`src/rtl/freelist_ckpt_if.sv`:
```
// Rename-side bundle for freelist_ckpt: tag grants, commit releases, checkpoint take/free and recovery.
// master = rename/ROB/branch side driving requests, slave = the free list.
interface freelist_ckpt_if #(
   parameter int PHY_REG_NUM = 64,
   parameter int ALLOC_W     = 2,
   parameter int REL_W       = 2,
   parameter int CKPT_NUM    = 4
);
   localparam int PHY_REG_SEL = $clog2(PHY_REG_NUM);
   localparam int CKPT_SEL    = $clog2(CKPT_NUM);

   logic [ALLOC_W-1:0]             req_valid;
   logic                           stall;
   logic [ALLOC_W*PHY_REG_SEL-1:0] alloc_tag;
   logic [ALLOC_W-1:0]             alloc_valid;
   logic                           allocatable;
   logic [REL_W-1:0]               rel_valid;
   logic [REL_W*PHY_REG_SEL-1:0]   rel_tag;
   logic                           ckpt_req;
   logic [CKPT_SEL-1:0]            ckpt_tag;
   logic                           ckpt_full;
   logic                           ckpt_free;
   logic [CKPT_SEL-1:0]            ckpt_free_tag;
   logic                           prmiss;
   logic [CKPT_SEL-1:0]            prmiss_tag;
   logic [PHY_REG_SEL:0]           freenum;

   modport master (
      output req_valid, stall, rel_valid, rel_tag, ckpt_req,
             ckpt_free, ckpt_free_tag, prmiss, prmiss_tag,
      input  alloc_tag, alloc_valid, allocatable, ckpt_tag, ckpt_full, freenum
   );

   modport slave (
      input  req_valid, stall, rel_valid, rel_tag, ckpt_req,
             ckpt_free, ckpt_free_tag, prmiss, prmiss_tag,
      output alloc_tag, alloc_valid, allocatable, ckpt_tag, ckpt_full, freenum
   );
endinterface

```
`src/rtl/freelist_ckpt.sv`:
```
// Physical-tag free list with branch checkpoints; grants are combinational (0-cycle), state updates next edge.
// Backpressure: stall or !allocatable blocks all grants; ckpt_full drops ckpt_req, upstream must hold.
module freelist_ckpt #(
   parameter int PHY_REG_NUM = 64,
   parameter int PHY_REG_SEL = $clog2(PHY_REG_NUM),
   parameter int ALLOC_W     = 2,
   parameter int REL_W       = 2,
   parameter int CKPT_NUM    = 4,
   parameter int CKPT_SEL    = $clog2(CKPT_NUM)
) (
   input  logic           clk,
   input  logic           reset,
   freelist_ckpt_if.slave fl
);
   localparam int               CNT_W    = PHY_REG_SEL + 1;
   localparam logic [CNT_W-1:0] ALL_FREE = CNT_W'(PHY_REG_NUM);

   logic [PHY_REG_NUM-1:0] free_bits, free_bits_nxt;
   logic [CNT_W-1:0]       freenum, freenum_nxt;
   logic [CKPT_NUM-1:0]    ckpt_valid, ckpt_valid_nxt;
   logic [PHY_REG_NUM-1:0] alloc_since [CKPT_NUM];
   logic [CKPT_NUM-1:0]    dep         [CKPT_NUM];
   logic [CKPT_NUM-1:0]    dep_nxt     [CKPT_NUM];

   logic [PHY_REG_NUM-1:0] slot_oh [ALLOC_W];
   logic [PHY_REG_NUM-1:0] avail, grant_mask, fired_mask, rel_mask;
   logic [CNT_W-1:0]       req_cnt, fire_cnt, rel_cnt;
   logic                   allocatable, fire, take, ckpt_full;
   logic [CKPT_SEL-1:0]    next_ckpt;
   logic [CKPT_NUM-1:0]    kill, free_oh;

   function automatic logic [PHY_REG_SEL-1:0] enc(input logic [PHY_REG_NUM-1:0] v);
      enc = '0;
      for (int t = 0; t < PHY_REG_NUM; t++)
         if (v[t]) enc = enc | t[PHY_REG_SEL-1:0];
   endfunction

   function automatic logic [CNT_W-1:0] popcnt(input logic [PHY_REG_NUM-1:0] v);
      popcnt = '0;
      for (int t = 0; t < PHY_REG_NUM; t++)
         popcnt = popcnt + {{(CNT_W-1){1'b0}}, v[t]};
   endfunction

   // Each requesting slot peels the lowest remaining free bit, so tags ascend with slot order.
   always_comb begin
      avail      = free_bits;
      grant_mask = '0;
      req_cnt    = '0;
      for (int s = 0; s < ALLOC_W; s++) begin
         slot_oh[s] = '0;
         if (fl.req_valid[s]) begin
            slot_oh[s] = avail & (~avail + 1'b1);
            avail      = avail & ~slot_oh[s];
            grant_mask = grant_mask | slot_oh[s];
            req_cnt    = req_cnt + 1'b1;
         end
      end
   end

   assign allocatable = (freenum >= req_cnt);
   assign fire        = allocatable & ~fl.stall & ~fl.prmiss;
   assign fired_mask  = fire ? grant_mask : '0;
   assign fire_cnt    = fire ? req_cnt : '0;

   always_comb begin
      fl.alloc_valid = '0;
      fl.alloc_tag   = '0;
      for (int s = 0; s < ALLOC_W; s++) begin
         fl.alloc_valid[s] = fl.req_valid[s] & allocatable;
         if (fl.req_valid[s]) fl.alloc_tag[s*PHY_REG_SEL +: PHY_REG_SEL] = enc(slot_oh[s]);
      end
   end

   always_comb begin
      rel_mask = '0;
      rel_cnt  = '0;
      for (int r = 0; r < REL_W; r++) begin
         if (fl.rel_valid[r]) begin
            rel_mask[fl.rel_tag[r*PHY_REG_SEL +: PHY_REG_SEL]] = 1'b1;
            rel_cnt = rel_cnt + 1'b1;
         end
      end
   end

   always_comb begin
      next_ckpt = '0;
      for (int c = CKPT_NUM - 1; c >= 0; c--)
         if (!ckpt_valid[c]) next_ckpt = c[CKPT_SEL-1:0];
   end

   assign ckpt_full = &ckpt_valid;
   assign take      = fl.ckpt_req & ~ckpt_full & ~fl.prmiss;

   always_comb begin
      free_oh = '0;
      if (fl.ckpt_free) free_oh[fl.ckpt_free_tag] = 1'b1;
      for (int j = 0; j < CKPT_NUM; j++)
         kill[j] = (CKPT_SEL'(j) == fl.prmiss_tag) | dep[j][fl.prmiss_tag];
   end

   // Recovery recounts from the bitmap; the normal path keeps an incremental count.
   always_comb begin
      free_bits_nxt  = (free_bits & ~fired_mask) | rel_mask;
      freenum_nxt    = freenum + rel_cnt - fire_cnt;
      ckpt_valid_nxt = ckpt_valid;
      dep_nxt        = dep;
      if (fl.prmiss) begin
         free_bits_nxt  = free_bits | alloc_since[fl.prmiss_tag] | rel_mask;
         freenum_nxt    = popcnt(free_bits_nxt);
         ckpt_valid_nxt = ckpt_valid & ~kill;
         for (int j = 0; j < CKPT_NUM; j++) dep_nxt[j] = dep[j] & ~kill;
      end else begin
         ckpt_valid_nxt = ckpt_valid & ~free_oh;
         if (take) begin
            ckpt_valid_nxt[next_ckpt] = 1'b1;
            dep_nxt[next_ckpt]        = ckpt_valid;
         end
         for (int j = 0; j < CKPT_NUM; j++) dep_nxt[j] = dep_nxt[j] & ~free_oh;
      end
   end

   always_ff @(posedge clk) begin
      if (reset) begin
         free_bits  <= '1;
         freenum    <= ALL_FREE;
         ckpt_valid <= '0;
         for (int c = 0; c < CKPT_NUM; c++) begin
            alloc_since[c] <= '0;
            dep[c]         <= '0;
         end
      end else begin
         free_bits  <= free_bits_nxt;
         freenum    <= freenum_nxt;
         ckpt_valid <= ckpt_valid_nxt;
         for (int c = 0; c < CKPT_NUM; c++) begin
            dep[c] <= dep_nxt[c];
            if (take && next_ckpt == CKPT_SEL'(c))
               alloc_since[c] <= '0;
            else if (ckpt_valid[c])
               alloc_since[c] <= alloc_since[c] | fired_mask;
         end
      end
   end

   assign fl.allocatable = allocatable;
   assign fl.ckpt_tag    = next_ckpt;
   assign fl.ckpt_full   = ckpt_full;
   assign fl.freenum     = freenum;

   for (genvar i = 0; i < REL_W; i++) begin : g_rel_chk
      a_rel_not_free: assert property (@(posedge clk) disable iff (reset)
         fl.rel_valid[i] |-> !free_bits[fl.rel_tag[i*PHY_REG_SEL +: PHY_REG_SEL]])
         else $error("freelist_ckpt: released tag is already free");
      for (genvar j = i + 1; j < REL_W; j++) begin : g_dup
         a_rel_dup: assert property (@(posedge clk) disable iff (reset)
            (fl.rel_valid[i] && fl.rel_valid[j]) |->
            (fl.rel_tag[i*PHY_REG_SEL +: PHY_REG_SEL] != fl.rel_tag[j*PHY_REG_SEL +: PHY_REG_SEL]))
            else $error("freelist_ckpt: duplicate release tag");
      end
   end

   a_prmiss_valid: assert property (@(posedge clk) disable iff (reset)
      fl.prmiss |-> ckpt_valid[fl.prmiss_tag])
      else $error("freelist_ckpt: prmiss names an invalid checkpoint");
   a_free_valid: assert property (@(posedge clk) disable iff (reset)
      fl.ckpt_free |-> ckpt_valid[fl.ckpt_free_tag])
      else $error("freelist_ckpt: ckpt_free names an invalid checkpoint");
   a_free_ne_prmiss: assert property (@(posedge clk) disable iff (reset)
      (fl.ckpt_free && fl.prmiss) |-> (fl.ckpt_free_tag != fl.prmiss_tag))
      else $error("freelist_ckpt: ckpt_free and prmiss name the same checkpoint");
endmodule

```
`src/flat_wrapper.sv`:
```
// flat-port wrapper written by rule: the top's interface ports become plain ports
module freelist_ckpt_flat 
#(
   parameter int PHY_REG_NUM = 64,
   parameter int PHY_REG_SEL = $clog2(PHY_REG_NUM),
   parameter int ALLOC_W     = 2,
   parameter int REL_W       = 2,
   parameter int CKPT_NUM    = 4,
   parameter int CKPT_SEL    = $clog2(CKPT_NUM)
)
  (clk, reset, fl_req_valid, fl_stall, fl_rel_valid, fl_rel_tag, fl_ckpt_req, fl_ckpt_free, fl_ckpt_free_tag, fl_prmiss, fl_prmiss_tag, fl_alloc_tag, fl_alloc_valid, fl_allocatable, fl_ckpt_tag, fl_ckpt_full, fl_freenum);
  freelist_ckpt_if #(.PHY_REG_NUM(PHY_REG_NUM), .ALLOC_W(ALLOC_W), .REL_W(REL_W), .CKPT_NUM(CKPT_NUM)) fl_i ();
  input  logic clk;
  input  logic reset;
  input wire logic [$bits(fl_i.req_valid)-1:0] fl_req_valid;
  input wire logic [$bits(fl_i.stall)-1:0] fl_stall;
  input wire logic [$bits(fl_i.rel_valid)-1:0] fl_rel_valid;
  input wire logic [$bits(fl_i.rel_tag)-1:0] fl_rel_tag;
  input wire logic [$bits(fl_i.ckpt_req)-1:0] fl_ckpt_req;
  input wire logic [$bits(fl_i.ckpt_free)-1:0] fl_ckpt_free;
  input wire logic [$bits(fl_i.ckpt_free_tag)-1:0] fl_ckpt_free_tag;
  input wire logic [$bits(fl_i.prmiss)-1:0] fl_prmiss;
  input wire logic [$bits(fl_i.prmiss_tag)-1:0] fl_prmiss_tag;
  output wire logic [$bits(fl_i.alloc_tag)-1:0] fl_alloc_tag;
  output wire logic [$bits(fl_i.alloc_valid)-1:0] fl_alloc_valid;
  output wire logic [$bits(fl_i.allocatable)-1:0] fl_allocatable;
  output wire logic [$bits(fl_i.ckpt_tag)-1:0] fl_ckpt_tag;
  output wire logic [$bits(fl_i.ckpt_full)-1:0] fl_ckpt_full;
  output wire logic [$bits(fl_i.freenum)-1:0] fl_freenum;
  assign fl_i.req_valid = fl_req_valid;
  assign fl_i.stall = fl_stall;
  assign fl_i.rel_valid = fl_rel_valid;
  assign fl_i.rel_tag = fl_rel_tag;
  assign fl_i.ckpt_req = fl_ckpt_req;
  assign fl_i.ckpt_free = fl_ckpt_free;
  assign fl_i.ckpt_free_tag = fl_ckpt_free_tag;
  assign fl_i.prmiss = fl_prmiss;
  assign fl_i.prmiss_tag = fl_prmiss_tag;
  assign fl_alloc_tag = fl_i.alloc_tag;
  assign fl_alloc_valid = fl_i.alloc_valid;
  assign fl_allocatable = fl_i.allocatable;
  assign fl_ckpt_tag = fl_i.ckpt_tag;
  assign fl_ckpt_full = fl_i.ckpt_full;
  assign fl_freenum = fl_i.freenum;
  freelist_ckpt #(.PHY_REG_NUM(PHY_REG_NUM), .PHY_REG_SEL(PHY_REG_SEL), .ALLOC_W(ALLOC_W), .REL_W(REL_W), .CKPT_NUM(CKPT_NUM), .CKPT_SEL(CKPT_SEL)) u_core (.clk(clk), .reset(reset), .fl(fl_i));
endmodule
```
`config.mk`:
```
export PLATFORM = sky130hd
export DESIGN_NAME = freelist_ckpt_flat
export DESIGN_NICKNAME = d
export VERILOG_FILES = /design/src/rtl/freelist_ckpt_if.sv /design/src/rtl/freelist_ckpt.sv /design/src/flat_wrapper.sv
export SDC_FILE = /design/constraint.sdc
export NUM_CORES = 1
export LEC_CHECK = 0
export ABC_AREA = 1
export BUFFER_PORTS_ARGS = -buffer_cell sky130_fd_sc_hd__buf_4
export CAP_MARGIN = 20
export CORE_ASPECT_RATIO = 0.6
export CORE_MARGIN = 2
export CORE_UTILIZATION = 50
export DETAILED_ROUTE_END_ITERATION = 10
export HOLD_SLACK_MARGIN = 0.15
export MAX_ROUTING_LAYER = met4
export PLACE_DENSITY = 0.72
export SLEW_MARGIN = 15
export SYNTH_ARGS = -nofsm -noshare
export SYNTH_HDL_FRONTEND = slang
export SYNTH_SLANG_ARGS = --single-unit
```
`constraint.sdc`:
```
create_clock -name clk -period 10 [get_ports clk]
set_input_delay 0.5 -clock clk [delete_from_list [all_inputs] [get_ports clk]]
set_output_delay 0.5 -clock clk [all_outputs]
set_load 0.03 [all_outputs]
```
-- Yosys cells after proc, flatten, opt, wreduce, memory -nomap -nowiden
Memory sizes are Yosys's and may differ from the RTL's.
Index checks and enable logic that the tools add are counted.
- add/sub/neg operators: 69
- bitwise logic cells: 52
- $mul: 0
- reductions and logical operators: 12
- equal/unequal tests: 6
- mux-type cells: 338
- order comparisons: 12
- shift-type cells: 0
- div/mod/pow operators: 0
- operators with widths (cell ; count):
    6-bit two-way mux ; 194
    64-bit two-way mux ; 16
    64-bit bitwise OR ; 9
    7-bit by 1-bit adder with 7-bit output ; 62
    64-bit bitwise AND ; 4
    64-bit NOT ; 4
    5-bit two-way mux ; 32
    64-bit by 1-bit adder with 64-bit output, second input constant ; 2
    4-bit two-way mux ; 21
    16-bit two-way mux ; 3
    1-bit two-way mux ; 42
    4-bit bitwise AND ; 10
    7-bit two-way mux ; 4
    3-bit two-way mux ; 8
    16-bit bitwise mux ; 1
    2-bit two-way mux ; 8
    6-bit by 7-bit less-than comparator with 1-bit output, second input constant ; 2
    1-bit demux with 6-bit select ; 2
    6-bit by 1-bit >= comparator with 1-bit output, second input constant ; 2
    1-bit bitwise OR ; 12
    1-bit logical AND ; 9
    2-bit by 3-bit less-than comparator with 1-bit output, second input constant ; 3
    1-bit binary-select mux with 2-bit select ; 4
    4-bit demux with 2-bit select ; 1
    20 further kinds ; 34
- logic and storage cells: 497
- input bits: 26
- latch bits: 0
- bits in writable memories: 256
- memories: 1
- bits in read-only memories: 0
- output and inout port bits: 25
- register bits after elaboration: 91
- memories (memory ; depth ; bits a word ; read ports ; clocked after memory_dff ; write ports ; RTL line ; source):
    u_core.alloc_since ; 4 ; 64 ; 5 ; 0 ; 4 ; freelist_ckpt.sv:21 ; logic [PHY_REG_NUM-1:0] alloc_since [CKPT_NUM];

-- Depth between registers and ports, before layout
- depth in word-level cells: 137
- mapped depth: 31

-- Worst setup path after synthesis
No wires, ideal clock.
- path type: in2reg
- from: in fl_prmiss_tag[0]
- to: reg u_core.freenum[4], in the netlist u_core.fl.freenum[4]
- path slack: 2.391 ns
- library setup time: 0.132 ns
- path buffers: 2
- arrival time: 7.477 ns
- cell stages on the path: 24
- required time: 9.868 ns
- cell sequence: inv_1 nor2_1 inv_1 clkbuf_1 buf_1 o22ai_1 a21oi_1 o2111ai_1 ha_1 fa_1 fa_1 fa_1 fa_1 fa_1 fa_1 fa_1 fa_1 fa_1 fa_1 a21oi_1 o21bai_1 or2_2 nand3_1 a21oi_1
- word-level cells in the longest chain between the ends: 67
- ends and longest elaborated chain (element ; RTL line ; source):
    start, declared ; flat_wrapper.sv:23 ; input wire logic [$bits(fl_i.prmiss_tag)-1:0] fl_prmiss_tag;
    memory 4 x 64 bit (*) ; - ;
    64-bit bitwise OR (*) (2 in a row) ; freelist_ckpt.sv:108 ; free_bits_nxt = free_bits | alloc_since[fl.prmiss_tag] | rel_mask;
    1-bit by 1-bit adder with 2-bit output ; freelist_ckpt.sv:41 ; popcnt = popcnt + {{(CNT_W-1){1'b0}}, v[t]};
    7-bit by 1-bit adder with 7-bit output (61 in a row) ; freelist_ckpt.sv:41 ;
    7-bit by 1-bit adder with 7-bit output (*) ; freelist_ckpt.sv:41 ;
    7-bit two-way mux (*) ; freelist_ckpt.sv:107 ; if (fl.prmiss) begin
    end signal, assigned ; freelist_ckpt.sv:133 ; freenum <= freenum_nxt;
    end, declared ; freelist_ckpt.sv:19 ; logic [CNT_W-1:0] freenum, freenum_nxt;
Every way passes the cells marked *; elsewhere a longest branch is shown, timed or not.
A chain may end at the register's enable or synchronous reset.

-- Worst setup path in the final report
Same ends and word-level chain as after synthesis.

==> results.ini <==
[outcome]
outcome=completed

[setup_path]
path_cells=buf_4 -> inv_1 -> nand2_2 -> inv_1 -> buf_4 -> a21oi_1 -> o2111ai_1 -> fa_1 -> fa_1 -> fa_1 -> fa_1 -> inv_1 -> fa_1 -> inv_1 -> fa_1 -> fa_1 -> fa_1 -> fa_1 -> fa_1 -> a21oi_1 -> o21bai_1 -> or2_2 -> nand3_1 -> a21oi_1
worstPathArrival_ps=8540
crit_type=input pin to register
crit_required_ps=10400
r2r_end=u_core.fl.freenum[4]$_SDFF_PP0_
startpoint_type=input pin
r2r_cells=19
r2r-start=u_core.free_bits[30]$_SDFF_PP1_
end_kind=register
worst_path_largest_cell_delay_ps=630
cpMostUsedCell=fa_1
rrSetupSlack_ps=2410
path_max_fanout=25
crit_slowest_cell=fa_1

[synthesis]
async_flop_share_pct=0
yosysUniqueCellTypes=58
synth-edff-count=256
syn-num-nets=3496
synth.avg_cell_area_um2=7.26
ys.flop_type=edfxtp_1
yosysTopAreaCellShare_pct=31.3
synth-warning-count=0
yosysMostFrequentCell=nand2_1
synth_seq_area_share_pct=38.4
synthTopCellsByArea=edfxtp_1, nand2_1, inv_1
synthCells=3381
synth_area_um2=24600
synthTopCellsByCount=nand2_1, inv_1, nor2_1
ys_seq_elements=343
yosysTopAreaCell=edfxtp_1

[timing]
tightest_slew_ps=1280
max_freq_mhz=123
hold_viol=0
finClkSkew_ps=39.0
fin_setup_tns_ps=0
hold_slack_ps=404
relSlewSlack_pct=13.7
post-route-period-util_pct=81.5
period_minus_slack_ps=8150
slew_viol_final=0
setup_violations=0
rsz0062_at_grt=no

[global_routing]
gr-total-overflow=0
grt_pass1_wl_um=157000
track_usage_pct=43.5
antenna_found_initial=0
grt_max_degree=71
grt_pass1_vias=22868

[detailed_routing]
drc=0
topRoutingLayerUsed=met4
viasPerCell=6.17
met1_length_um=46100
first_iter_violations=4156
drt_pass1_iterations=8
wl_met3_um=21500
routedWlPerCell_um=26.8
num_vias=25143
wl_um=109000
ant_nets=0
met2_length_um=39300

[clocking]
postCtsSetupBuffers=0
cts_resized=0
numCtsBuffers=35
cts_root_buf=clkbuf_16
clk_pin_slew_worst_paths_ps=60
clock_sinks=343
h-tree-depth=2
cts_buffer_depth=3
clk_latency_ps=560
cts_hold_buf=0
tritoncts=built

[floorplan]
dieArea_um2=51000
start_util_pct=51.0
io_pins=51
rows=62
fp.dieH_um=176
die_w_um=290
core_um2=48200

[hold_path]
min_path_cells=5
min_to=u_core.ckpt_valid[1]$_SDFF_PP0_
worstHoldStart=fl_ckpt_free_tag[1]
hp-class=input pin to register

[finish]
final_cells=4077
final_nets=3525
num_antenna_cells=0
final_area_um2=26900
drive_above_1_share_pct=8.15
syn2layout_area_growth_pct=9.41
fill_cells=4720

[place]
post-place-cells=4013
portBuffers=50
placed_area_um2=25700
hpwl_um=85600
place_congestion=1.09

[job]
cap_violations=0

[power]
vdd_drop_max_uv=334
p_per_area_nw_per_um2=181
leakagePower_nw=11.3

[worst max-delay path, delay by kind of cell]
family                     cells  cell delay (ps)
buffers and inverters          6             1250
AOI/OAI and AO/OA              5              730
and+or+nand+nor                3              940
adders and majority gates     10             5100
[metrics by stage]
stage	util [%]	power (mW)	setup slack [ps]
global placement	53.4	3.53	1500
detailed placement	53.4	3.54	1390
CTS	55.8	4.84	1940
floorplan	-	3.05	2390
global route	55.8	5.17	1410
finish	55.8	4.86	1850
[sequential cells by signal, indices dropped and copies added (netlist names)]
signal              flops
u_core.fl.freenum       7
u_core.free_bits       64
u_core.ckpt_valid       4
u_core.alloc_since    256
u_core.dep             12
[per-layer routing]
metal | global-route usage, % | vias up
met5 | - | -
met4 | 7.44 | 0
met3 | 23.5 | 150
met2 | 53.1 | 1959
met1 | 62.1 | 11738
li1 | - | 11296
[cell families after synthesis]
kind of cell / count (synthesis) / share of synthesized area [%]
AOI/OAI and AO/OA: 695 / 16.6
adders and majority gates: 89 / 6.25
buffers and inverters: 697 / 10.7
DFF: 343 / 38.4
and+or+nand+nor: 1557 / 28.0
[placed cells by master, fill, tap and decap left out, drive strengths merged, types with 34 or more instances in the layout]
cell type  Yosys  layout
nand2        632     632
inv          594     597
nor2         596     596
a21oi        358     358
edfxtp       256     256
nand3        168     168
o21ai        114     114
buf           22      92
dfxtp         87      87
nor3          69      69
o22ai         67      67
fa            56      56
nand4         53      53
clkbuf        78      43
o2111ai       40      40
a22oi         34      34
[final cells by class]
cell class	count	area [um2]	area share [%]
clock inverter	21	204	0.759
sequential	343	9430	35.1
timing repair buffer	92	703	2.62
clock buffer	43	926	3.45
inverter	597	2240	8.35
multi-input combinational	2341	12600	46.8
tap	640	801	2.98
[worst max-delay path by stage]
stage / end / from / slack (ps) / cells past startpoint
finish: u_core.fl.freenum[4]$_SDFF_PP0_ / fl_prmiss_tag[0] / 1850 / 24
CTS: u_core.fl.freenum[4]$_SDFF_PP0_ / fl_prmiss_tag[0] / 1940 / 24
global placement: u_core.fl.freenum[4]$_SDFF_PP0_ / fl_prmiss_tag[0] / 1500 / 23
global route: u_core.fl.freenum[4]$_SDFF_PP0_ / fl_prmiss_tag[0] / 1410 / 23
floorplan: u_core.fl.freenum[4]$_SDFF_PP0_ / fl_prmiss_tag[0] / 2390 / 24
detailed placement: u_core.fl.freenum[4]$_SDFF_PP0_ / fl_prmiss_tag[0] / 1390 / 23
[where the power goes]
part / internal, mW / switching (mW)
clock network: 0.723 / 0.599
logic: 0.726 / 1.13
registers: 1.61 / 0.0740
Power figures use the tool's default switching activity.
